==> src/rtl/evb_batch_horner_if.sv <==
// Result stream port of the batch Horner evaluator.
//
// Handshake: the producer raises res_valid together with res_data,
// res_index and res_ovf, and holds all four steady until it sees
// res_ready high at a rising clock edge; that edge is the transfer.
// The consumer may drive res_ready at any time, independent of res_valid.
interface evb_batch_horner_if #(
  parameter int ACC_W = 32,
  parameter int CNT_W = 6
) ();
  logic             res_valid;
  logic             res_ready;
  logic [ACC_W-1:0] res_data;
  logic [CNT_W-1:0] res_index;
  logic             res_ovf;

  modport master (
    output res_valid, res_data, res_index, res_ovf,
    input  res_ready
  );

  modport slave (
    input  res_valid, res_data, res_index, res_ovf,
    output res_ready
  );
endinterface

==> src/rtl/evb_batch_horner.sv <==
// Batch polynomial evaluator: evaluates one degree-N polynomial (coefficients
// in an external coefficient memory) at `count` consecutive x values from an
// external data buffer, using a Horner multiply-accumulate. Both memories have
// one-cycle read latency. BUF_DEPTH must be a power of two so the buffer
// address wraps by plain truncation.
module evb_batch_horner #(
  parameter  int DATA_W    = 16,
  parameter  int ACC_W     = 32,
  parameter  int DEG_W     = 5,
  parameter  int BUF_DEPTH = 1024,
  parameter  int MAX_BATCH = 32,
  localparam int ADDR_W    = $clog2(BUF_DEPTH),
  localparam int CNT_W     = $clog2(MAX_BATCH + 1)
) (
  input  logic                clk,
  input  logic                rst,
  input  logic                clr,
  input  logic                start,
  input  logic [ADDR_W-1:0]   x_base,
  input  logic [CNT_W-1:0]    count,
  input  logic [DEG_W-1:0]    deg,
  output logic                busy,
  output logic                done,
  output logic                x_rd_en,
  output logic [ADDR_W-1:0]   x_rd_addr,
  input  logic [DATA_W-1:0]   x_rd_data,
  output logic                c_rd_en,
  output logic [DEG_W-1:0]    c_rd_addr,
  input  logic [DATA_W-1:0]   c_rd_data,
  evb_batch_horner_if.master  res,
  output logic [31:0]         status,
  output logic [2:0]          fsm_state
);

  typedef enum logic [2:0] {
    IDLE  = 3'd0,
    FETCH = 3'd1,
    LOAD  = 3'd2,
    STEP  = 3'd3,
    MAC   = 3'd4,
    OUT   = 3'd5,
    DONE  = 3'd6
  } state_t;

  state_t              state;
  logic [ADDR_W-1:0]   base_q;
  logic [CNT_W-1:0]    cnt_q;
  logic [DEG_W-1:0]    deg_q;
  logic [CNT_W-1:0]    k;
  logic [DEG_W-1:0]    i;
  logic [DATA_W-1:0]   x_reg;
  logic [ACC_W-1:0]    acc;
  logic                ovf;

  logic [ACC_W+DATA_W-1:0] prod;
  logic [ACC_W:0]          sum;
  logic                    step_ovf;

  assign fsm_state = state;

  // One Horner step: full-width product, then add the next coefficient; any
  // bit above ACC_W in either stage is an overflow of this step.
  always_comb begin
    prod     = {{DATA_W{1'b0}}, acc} * {{ACC_W{1'b0}}, x_reg};
    sum      = {1'b0, prod[ACC_W-1:0]} + {{(ACC_W+1-DATA_W){1'b0}}, c_rd_data};
    step_ovf = (|prod[ACC_W+DATA_W-1:ACC_W]) | sum[ACC_W];
  end

  // Batch sequencer; every output is a register updated on state entry.
  always_ff @(posedge clk or negedge rst) begin
    if (!rst) begin
      state         <= IDLE;
      busy          <= 1'b0;
      done          <= 1'b0;
      x_rd_en       <= 1'b0;
      x_rd_addr     <= '0;
      c_rd_en       <= 1'b0;
      c_rd_addr     <= '0;
      res.res_valid <= 1'b0;
      res.res_data  <= '0;
      res.res_index <= '0;
      res.res_ovf   <= 1'b0;
      status        <= '0;
      base_q        <= '0;
      cnt_q         <= '0;
      deg_q         <= '0;
      k             <= '0;
      i             <= '0;
      x_reg         <= '0;
      acc           <= '0;
      ovf           <= 1'b0;
    end else if (clr) begin
      state         <= IDLE;
      busy          <= 1'b0;
      done          <= 1'b0;
      x_rd_en       <= 1'b0;
      x_rd_addr     <= '0;
      c_rd_en       <= 1'b0;
      c_rd_addr     <= '0;
      res.res_valid <= 1'b0;
      res.res_data  <= '0;
      res.res_index <= '0;
      res.res_ovf   <= 1'b0;
      status        <= '0;
      base_q        <= '0;
      cnt_q         <= '0;
      deg_q         <= '0;
      k             <= '0;
      i             <= '0;
      x_reg         <= '0;
      acc           <= '0;
      ovf           <= 1'b0;
    end else begin
      x_rd_en <= 1'b0;
      c_rd_en <= 1'b0;
      done    <= 1'b0;
      case (state)
        IDLE: begin
          if (start) begin
            base_q <= x_base;
            cnt_q  <= count;
            deg_q  <= deg;
            k      <= '0;
            busy   <= 1'b1;
            if ((count == '0) || (count > CNT_W'(MAX_BATCH))) begin
              // Rejected batch: report the error, skip all memory traffic.
              status <= 32'h0000_0002;
              done   <= 1'b1;
              state  <= DONE;
            end else begin
              status    <= '0;
              x_rd_en   <= 1'b1;
              x_rd_addr <= x_base;
              c_rd_en   <= 1'b1;
              c_rd_addr <= deg;
              state     <= FETCH;
            end
          end
        end
        FETCH: state <= LOAD;
        LOAD: begin
          x_reg <= x_rd_data;
          acc   <= {{(ACC_W-DATA_W){1'b0}}, c_rd_data};
          ovf   <= 1'b0;
          i     <= deg_q;
          if (deg_q == '0) begin
            res.res_valid <= 1'b1;
            res.res_data  <= {{(ACC_W-DATA_W){1'b0}}, c_rd_data};
            res.res_index <= k;
            res.res_ovf   <= 1'b0;
            state         <= OUT;
          end else begin
            c_rd_en   <= 1'b1;
            c_rd_addr <= deg_q - DEG_W'(1);
            state     <= STEP;
          end
        end
        STEP: state <= MAC;
        MAC: begin
          acc       <= sum[ACC_W-1:0];
          ovf       <= ovf | step_ovf;
          status[0] <= status[0] | step_ovf;
          i         <= i - DEG_W'(1);
          if (i == DEG_W'(1)) begin
            res.res_valid <= 1'b1;
            res.res_data  <= sum[ACC_W-1:0];
            res.res_index <= k;
            res.res_ovf   <= ovf | step_ovf;
            state         <= OUT;
          end else begin
            c_rd_en   <= 1'b1;
            c_rd_addr <= i - DEG_W'(2);
            state     <= STEP;
          end
        end
        OUT: begin
          if (res.res_ready) begin
            res.res_valid <= 1'b0;
            status[15:8]  <= status[15:8] + 8'd1;
            if (k == cnt_q - CNT_W'(1)) begin
              done  <= 1'b1;
              state <= DONE;
            end else begin
              k         <= k + CNT_W'(1);
              x_rd_en   <= 1'b1;
              x_rd_addr <= base_q + ADDR_W'(k + CNT_W'(1));
              c_rd_en   <= 1'b1;
              c_rd_addr <= deg_q;
              state     <= FETCH;
            end
          end
        end
        DONE: begin
          busy  <= 1'b0;
          state <= IDLE;
        end
        default: state <= IDLE;
      endcase
    end
  end

endmodule

==> src/flat_wrapper.sv <==
// flat-port wrapper written by rule: the top's interface ports become plain ports
module evb_batch_horner_flat 
#(
  parameter  int DATA_W    = 16,
  parameter  int ACC_W     = 32,
  parameter  int DEG_W     = 5,
  parameter  int BUF_DEPTH = 1024,
  parameter  int MAX_BATCH = 32,
  localparam int ADDR_W    = $clog2(BUF_DEPTH),
  localparam int CNT_W     = $clog2(MAX_BATCH + 1)
)
  (clk, rst, clr, start, x_base, count, deg, busy, done, x_rd_en, x_rd_addr, x_rd_data, c_rd_en, c_rd_addr, c_rd_data, status, fsm_state, res_res_valid, res_res_data, res_res_index, res_res_ovf, res_res_ready);
  evb_batch_horner_if #(.ACC_W(ACC_W), .CNT_W(6)) res_i ();
  input  logic clk;
  input  logic rst;
  input  logic clr;
  input  logic start;
  input  logic [ADDR_W-1:0] x_base;
  input  logic [CNT_W-1:0] count;
  input  logic [DEG_W-1:0] deg;
  output logic busy;
  output logic done;
  output logic x_rd_en;
  output logic [ADDR_W-1:0] x_rd_addr;
  input  logic [DATA_W-1:0] x_rd_data;
  output logic c_rd_en;
  output logic [DEG_W-1:0] c_rd_addr;
  input  logic [DATA_W-1:0] c_rd_data;
  output logic [31:0] status;
  output logic [2:0] fsm_state;
  output wire logic [$bits(res_i.res_valid)-1:0] res_res_valid;
  output wire logic [$bits(res_i.res_data)-1:0] res_res_data;
  output wire logic [$bits(res_i.res_index)-1:0] res_res_index;
  output wire logic [$bits(res_i.res_ovf)-1:0] res_res_ovf;
  input wire logic [$bits(res_i.res_ready)-1:0] res_res_ready;
  assign res_res_valid = res_i.res_valid;
  assign res_res_data = res_i.res_data;
  assign res_res_index = res_i.res_index;
  assign res_res_ovf = res_i.res_ovf;
  assign res_i.res_ready = res_res_ready;
  evb_batch_horner #(.DATA_W(DATA_W), .ACC_W(ACC_W), .DEG_W(DEG_W), .BUF_DEPTH(BUF_DEPTH), .MAX_BATCH(MAX_BATCH)) u_core (.clk(clk), .rst(rst), .clr(clr), .start(start), .x_base(x_base), .count(count), .deg(deg), .busy(busy), .done(done), .x_rd_en(x_rd_en), .x_rd_addr(x_rd_addr), .x_rd_data(x_rd_data), .c_rd_en(c_rd_en), .c_rd_addr(c_rd_addr), .c_rd_data(c_rd_data), .res(res_i), .status(status), .fsm_state(fsm_state));
endmodule
==> config.mk <==
export PLATFORM = sky130hd
export DESIGN_NAME = evb_batch_horner_flat
export DESIGN_NICKNAME = d
export VERILOG_FILES = /design/src/rtl/evb_batch_horner_if.sv /design/src/rtl/evb_batch_horner.sv /design/src/flat_wrapper.sv
export SDC_FILE = /design/constraint.sdc
export NUM_CORES = 2
export LEC_CHECK = 0
export CAP_MARGIN = 20
export CORE_AREA = 4 4 256 258
export CTS_CLUSTER_SIZE = 25
export DETAILED_ROUTE_END_ITERATION = 10
export DIE_AREA = 0 0 260 262
export DONT_BUFFER_PORTS = 1
export GPL_ROUTABILITY_DRIVEN = 0
export GPL_TIMING_DRIVEN = 0
export PLACE_DENSITY_LB_ADDON = 0.2
export SKIP_LAST_GASP = 1
export SYNTH_ARGS = -nofsm -noshare
export SYNTH_HDL_FRONTEND = slang
export SYNTH_SLANG_ARGS = --single-unit
==> constraint.sdc <==
create_clock -name clk -period 9 [get_ports clk]
set_input_delay 1.35 -clock clk [delete_from_list [all_inputs] [get_ports clk]]
set_output_delay 1.35 -clock clk [all_outputs]
set_load 0.02 [all_outputs]
== After elaboration in Yosys (flattened, before gate mapping) ==
Cells that the tools add are included.

* Multiplexer cells: 88
* Equality and inequality tests: 16
* Add/sub/neg operators: 9
* Reduce and logical (&&, ||, !) cells: 24
* Order comparisons: 1
* Bitwise operators: 3
* Multiply operators: 1

{| class="wikitable"
|+ Operators with widths
! cell !! count
|-
| $mux 32 || 6
|-
| $pmux 32 s2 || 2
|-
| $mux 10 || 8
|-
| $mux 6 || 10
|-
| $mux 5 || 11
|-
| $mul 32x16->48 || 1
|-
| $mux 16 || 3
|-
| $add 32x16->33 || 1
|-
| $pmux 6 s2 || 2
|-
| $mux 1 || 23
|-
| $mux 3 || 7
|-
| $pmux 10 s2 || 1
|-
| $pmux 5 s4 || 1
|-
| $ne 3x3->1 const B || 6
|-
| $pmux 3 s6 || 1
|-
| $pmux 8 s2 || 1
|-
| $reduce_or 16->1 || 1
|-
| $pmux 1 s2 || 6
|-
| $reduce_bool 3->1 || 4
|-
| $add 10x10->10 || 1
|-
| $pmux 5 s2 || 1
|-
| $sub 5x1->5 const B || 2
|-
| $eq 3x3->1 const B || 3
|-
| $add 8x1->8 const B || 1
|-
| other kinds (28) || 39
|}

* Output and inout port bits: 94
* Bits in registers: 175
* Input bits: 58
* Logic and storage cells: 164

== Longest topological paths before layout ==
* Depth in word-level cells: 7
* Mapped depth: 29
* Depth with buffers taken out: 27

== Worst setup path after synthesis ==
No wires, ideal clock.

* Kind: flip-flop to flip-flop
* From: register u_core.acc[11]
* To: register u_core.acc[30]
* Clock period less this slack: 6.946 ns
* Cell stages (with the launch flop): 27
* Path buffers: 2
* Path slack: 2.054 ns
* Arrival time: 6.825 ns
* Required time: 8.879 ns
* Setup time: 0.121 ns
* Cells stage by stage: dfrtp_1 > clkbuf_1 > nand2_1 > fa_1 > fa_1 > fa_1 > inv_1 > fa_1 > fa_1 > inv_1 > fa_1 > inv_1 > ha_1 > buf_2 > nand4_1 > o21bai_2 > nor2b_1 > xnor2_1 > ha_1 > nand2_1 > a2111oi_2 > o31a_1 > nand4_2 > nor4b_2 > and4_1 > xor2_1 > a22o_1

* Longest elaborated chain between the ends: 4

{| class="wikitable"
|+ RTL lines
! what !! RTL line !! source
|-
| start, declared || evb_batch_horner.sv:52 || <nowiki>logic [ACC_W-1:0] acc;</nowiki>
|-
| start signal, assigned || evb_batch_horner.sv:143 || <nowiki>acc <= {{(ACC_W-DATA_W){1'b0}}, c_rd_data};</nowiki>
|-
| start signal, assigned || evb_batch_horner.sv:160 || <nowiki>acc <= sum[ACC_W-1:0];</nowiki>
|-
| $mul 32x16->48 || evb_batch_horner.sv:64 || <nowiki>prod = {{DATA_W{1'b0}}, acc} * {{ACC_W{1'b0}}, x_reg};</nowiki>
|-
| $add 32x16->33 || evb_batch_horner.sv:65 || <nowiki>sum = {1'b0, prod[ACC_W-1:0]} + {{(ACC_W+1-DATA_W){1'b0}}, c_rd_data};</nowiki>
|-
| $pmux 32 s2 || evb_batch_horner.sv:117 || <nowiki>case (state)</nowiki>
|-
| $mux 32 || evb_batch_horner.sv:92 || <nowiki>end else if (clr) begin</nowiki>
|}

Every way passes these cells.
A chain may end at the register's enable or synchronous reset.

== Final worst setup path ==
* From: register u_core.x_reg[3]
* To: register u_core.acc[26]

* Longest elaborated chain between the ends: 4

{| class="wikitable"
|+ RTL lines
! what !! RTL line !! source
|-
| start, declared || evb_batch_horner.sv:51 || <nowiki>logic [DATA_W-1:0] x_reg;</nowiki>
|-
| start signal, assigned || evb_batch_horner.sv:142 || <nowiki>x_reg <= x_rd_data;</nowiki>
|-
| $mul 32x16->48 || evb_batch_horner.sv:64 ||
|-
| $add 32x16->33 || evb_batch_horner.sv:65 ||
|-
| $pmux 32 s2 || evb_batch_horner.sv:117 ||
|-
| $mux 32 || evb_batch_horner.sv:92 ||
|}

Every way passes these cells.

==> reports/qor.yml <==
status: "complete, no violations"
arrival_ps: 8820
finalSetupTns_ps: 0
synth_edf_count: 0
design_area_sq_um: 26900
worst_setup_path_end_kind: "register"
fin_util: 0.427
routed_wl_um: 83600
finalCritPeriodShare: 0.941
synth_seq_cells: 153
final_cell_mix: "nand2_1 (478), inv_1 (435), fa_1 (420)"
drt-vias-per-instance: 5.39
crit_path_max_fanout: 10
grt_pass1_wl_um: 132000
synth_compound_area_frac: 0.103
worstRegToRegCells: 23
drtIter0Drc: 1509
regToRegStartpoint: "u_core.x_reg[3]"
antenna_found_initial: 4
critPathSlowestCell: "clkbuf_1"
syn_area_sq_um: 25200
r2r_end: "u_core.acc[26]"
synth_flop_cell: "dfrtp_1"
rsz0062_at_grt: "no"
synth_top_family_by_area: "adder cells"
cts_num_sinks: 153
synthCells: 2885
synth-seq-area-share: 0.152
cts_tree: "yes"
clk_pin_slew_worst_paths_ps: 80
io_pins: 152
clk_path_buf_depth: 2
place_area_sq_um: 26300
fin_skew_ps: 18.8
min-delay-start: "u_core.base_q[2]"
routedWlPerCell_um: 22.1
cap_viol_max_count: 0
die_area_sq_um: 68100
async_flop_share: 1.00
syn_avg_cell_area_sq_um: 8.73
cpMostUsedCell: "fa_1"
holdPathStages: 2
peakVddDrop_mv: 0.178
setup.worst_path.start_class: "register"
layout-drive-gt1-share: 0.0419
nets: 3554
hold_end: "u_core.base_q[2]"
cts_root_buffer: "clkbuf_16"
synthMuxAreaShare: 0.0126
ctsHoldBuffers: 0
clk_latency_ps: 500
h-tree-depth: 4
start_util: 0.400
r2r_slack_ps: 530
synth_cell_types: 88
whs_ps: 536
core_area_sq_um: 63000
hold_viol: 0
grt_max_degree: 154
die_h_um: 262
setup_viol: 0
critPathKind: "register to register"
cp_top_family: "adder cells"
nFillCells: 6272
grt_pass1_vias: 22016
portBuffers: 0
tightest_slew_ps: 1250
p_per_area_nw_per_um2: 172
crit_buf_inv: 2
drc_errors: 0
yosys.area_share.xor_xnor: 0.0288
synthSimpleGateAreaFrac: 0.201
rows: 92
yosysWarningCount: 0
report.final.slew_viol_count: 0
ant_nets: 0
p_leak_nw: 12.3
gr-usage-all-layers: 0.255
drtPass1Iterations: 7
hold_path_class: "register to register"
synthAdderAreaFrac: 0.409
finalPower_w: 0.00464
numCtsBuffers: 17
period_minus_slack_ps: 8470
critPathMaxStageDelay_ps: 630
relSlewSlack: 0.168
dpl.hpwl_um: 68700
dieWidth_um: 260
vias: 20384
worstPathRequired_ps: 9350
mostFrequentLayoutCell: "nand2_1"
postCtsSetupRepairBufs: 0
fmaxAchievable_mhz: 118
path_cells: "clkbuf_1, nand2_1, fa_1, fa_1, fa_1, fa_1, inv_1, fa_1, fa_1, ha_1, a21oi_1, a21boi_1, nand2_1, xor2_1, ha_1, nand2_1, a2111oi_2, o31a_1, nand4_2, nor4b_4, nand4_1, xor2_1, o21ai_0"
overflow: 0
syn2layout_area_growth_pct: 6.88
==> routing by layer <==
metal,global-route usage,vias up,wire length [um]
met1,0.317,10354,33400
met4,0.0977,2,3510
met5,0,-,13
met3,0.0793,151,7580
met2,0.417,754,39100
li1,-,9123,-
==> power by group <==
part           total, W  switching (W)  internal (W)
registers       0.00122       0.000388      0.000835
clock network  0.000765       0.000371      0.000395
logic           0.00265        0.00176      0.000884
==> area by class of cell <==
cell class	instances	area (sq um)	share of cell area
antenna	1	2.50	0.0000930
buffer	170	743	0.0276
clock buffer	19	443	0.0165
clock inverter	13	131	0.00488
inverter	435	1630	0.0607
multi-input combinational	2148	19100	0.709
sequential	153	3830	0.142
tap	846	1060	0.0393
==> cells in the mapped netlist (4+ instances only) <==
| cell type | n | share of area |
|---|---|---|
| a211oi_1 | 19 | 0.0057 |
| a211oi_2 | 4 | 0.0020 |
| a21boi_0 | 5 | 0.0015 |
| a21o_1 | 15 | 0.0045 |
| a21oi_1 | 150 | 0.030 |
| a22o_1 | 10 | 0.0035 |
| a311oi_1 | 7 | 0.0024 |
| a31oi_1 | 6 | 0.0015 |
| a41oi_1 | 4 | 0.0014 |
| and2_1 | 275 | 0.068 |
| and3_1 | 10 | 0.0025 |
| and4_1 | 6 | 0.0021 |
| buf_2 | 7 | 0.0014 |
| buf_4 | 23 | 0.0069 |
| clkbuf_1 | 137 | 0.020 |
| dfrtp_1 | 153 | 0.15 |
| fa_1 | 420 | 0.33 |
| ha_1 | 151 | 0.075 |
| inv_1 | 435 | 0.065 |
| mux2_2 | 22 | 0.0098 |
| mux2i_1 | 7 | 0.0028 |
| nand2_1 | 478 | 0.071 |
| nand2b_1 | 20 | 0.0050 |
| nand3_1 | 27 | 0.0054 |
| nand3b_1 | 6 | 0.0018 |
| nand4_1 | 26 | 0.0065 |
| nor2_1 | 98 | 0.015 |
| nor2b_1 | 13 | 0.0032 |
| nor3_1 | 30 | 0.0060 |
| o211ai_1 | 8 | 0.0024 |
| o21a_1 | 5 | 0.0015 |
| o21ai_0 | 99 | 0.020 |
| o21ai_1 | 12 | 0.0024 |
| o21bai_1 | 7 | 0.0021 |
| o31ai_1 | 23 | 0.0069 |
| or3_1 | 11 | 0.0027 |
| xnor2_1 | 47 | 0.016 |
| xor2_1 | 34 | 0.012 |
==> worst register-to-register path: cells and delay by family, from the launching register on <==
| family | cells | cell delay (ps) |
|---|---|---|
| fa+ha+maj | 8 | 3830 |
| compound gates | 5 | 1470 |
| simple gates | 6 | 1270 |
| buf+inv | 2 | 690 |
| flops | 1 | 560 |
| xor+xnor | 2 | 500 |
==> worst max path at each step <==
| stage | startpoint | end | slack (ps) | cells after the start |
|---|---|---|---|---|
| floorplan | u_core.acc[11] | u_core.acc[30] | 2050 | 26 |
| global placement | u_core.x_reg[1] | u_core.acc[26] | 270 | 23 |
| detailed placement | u_core.x_reg[1] | u_core.acc[26] | 220 | 23 |
| CTS | u_core.x_reg[1] | u_core.acc[26] | 170 | 23 |
| global route | u_core.x_reg[6] | u_core.acc[26] | 30 | 24 |
| finish | u_core.x_reg[3] | u_core.acc[26] | 530 | 23 |
==> what timing repair did <==
item | in CTS | in global routing
gates resized for setup | 0 | 17
endpoints found under the setup margin | 0 | 10
hold endpoints to repair | 0 | 0
==> stage by stage <==
| step | worst slack (ps) | instances |
|---|---|---|
| finish | 534 | 3785 |
| global route | 31.8 | 3785 |
| CTS | 167 | 3784 |
| detailed placement | 220 | 3752 |
| global placement | 270 | 3752 |
| floorplan | 2050 | 2906 |
==> kinds of logic after synthesis <==
logic type,Yosys count
buffers and inverters,605
adder cells (fa/ha/maj),571
XOR/XNOR,82
AO/OA/AOI/OAI,415
other,1
AND/OR/NAND/NOR,1029
flip-flops,153
multiplexers,29
Note: power is estimated with default switching activity, not from simulation.
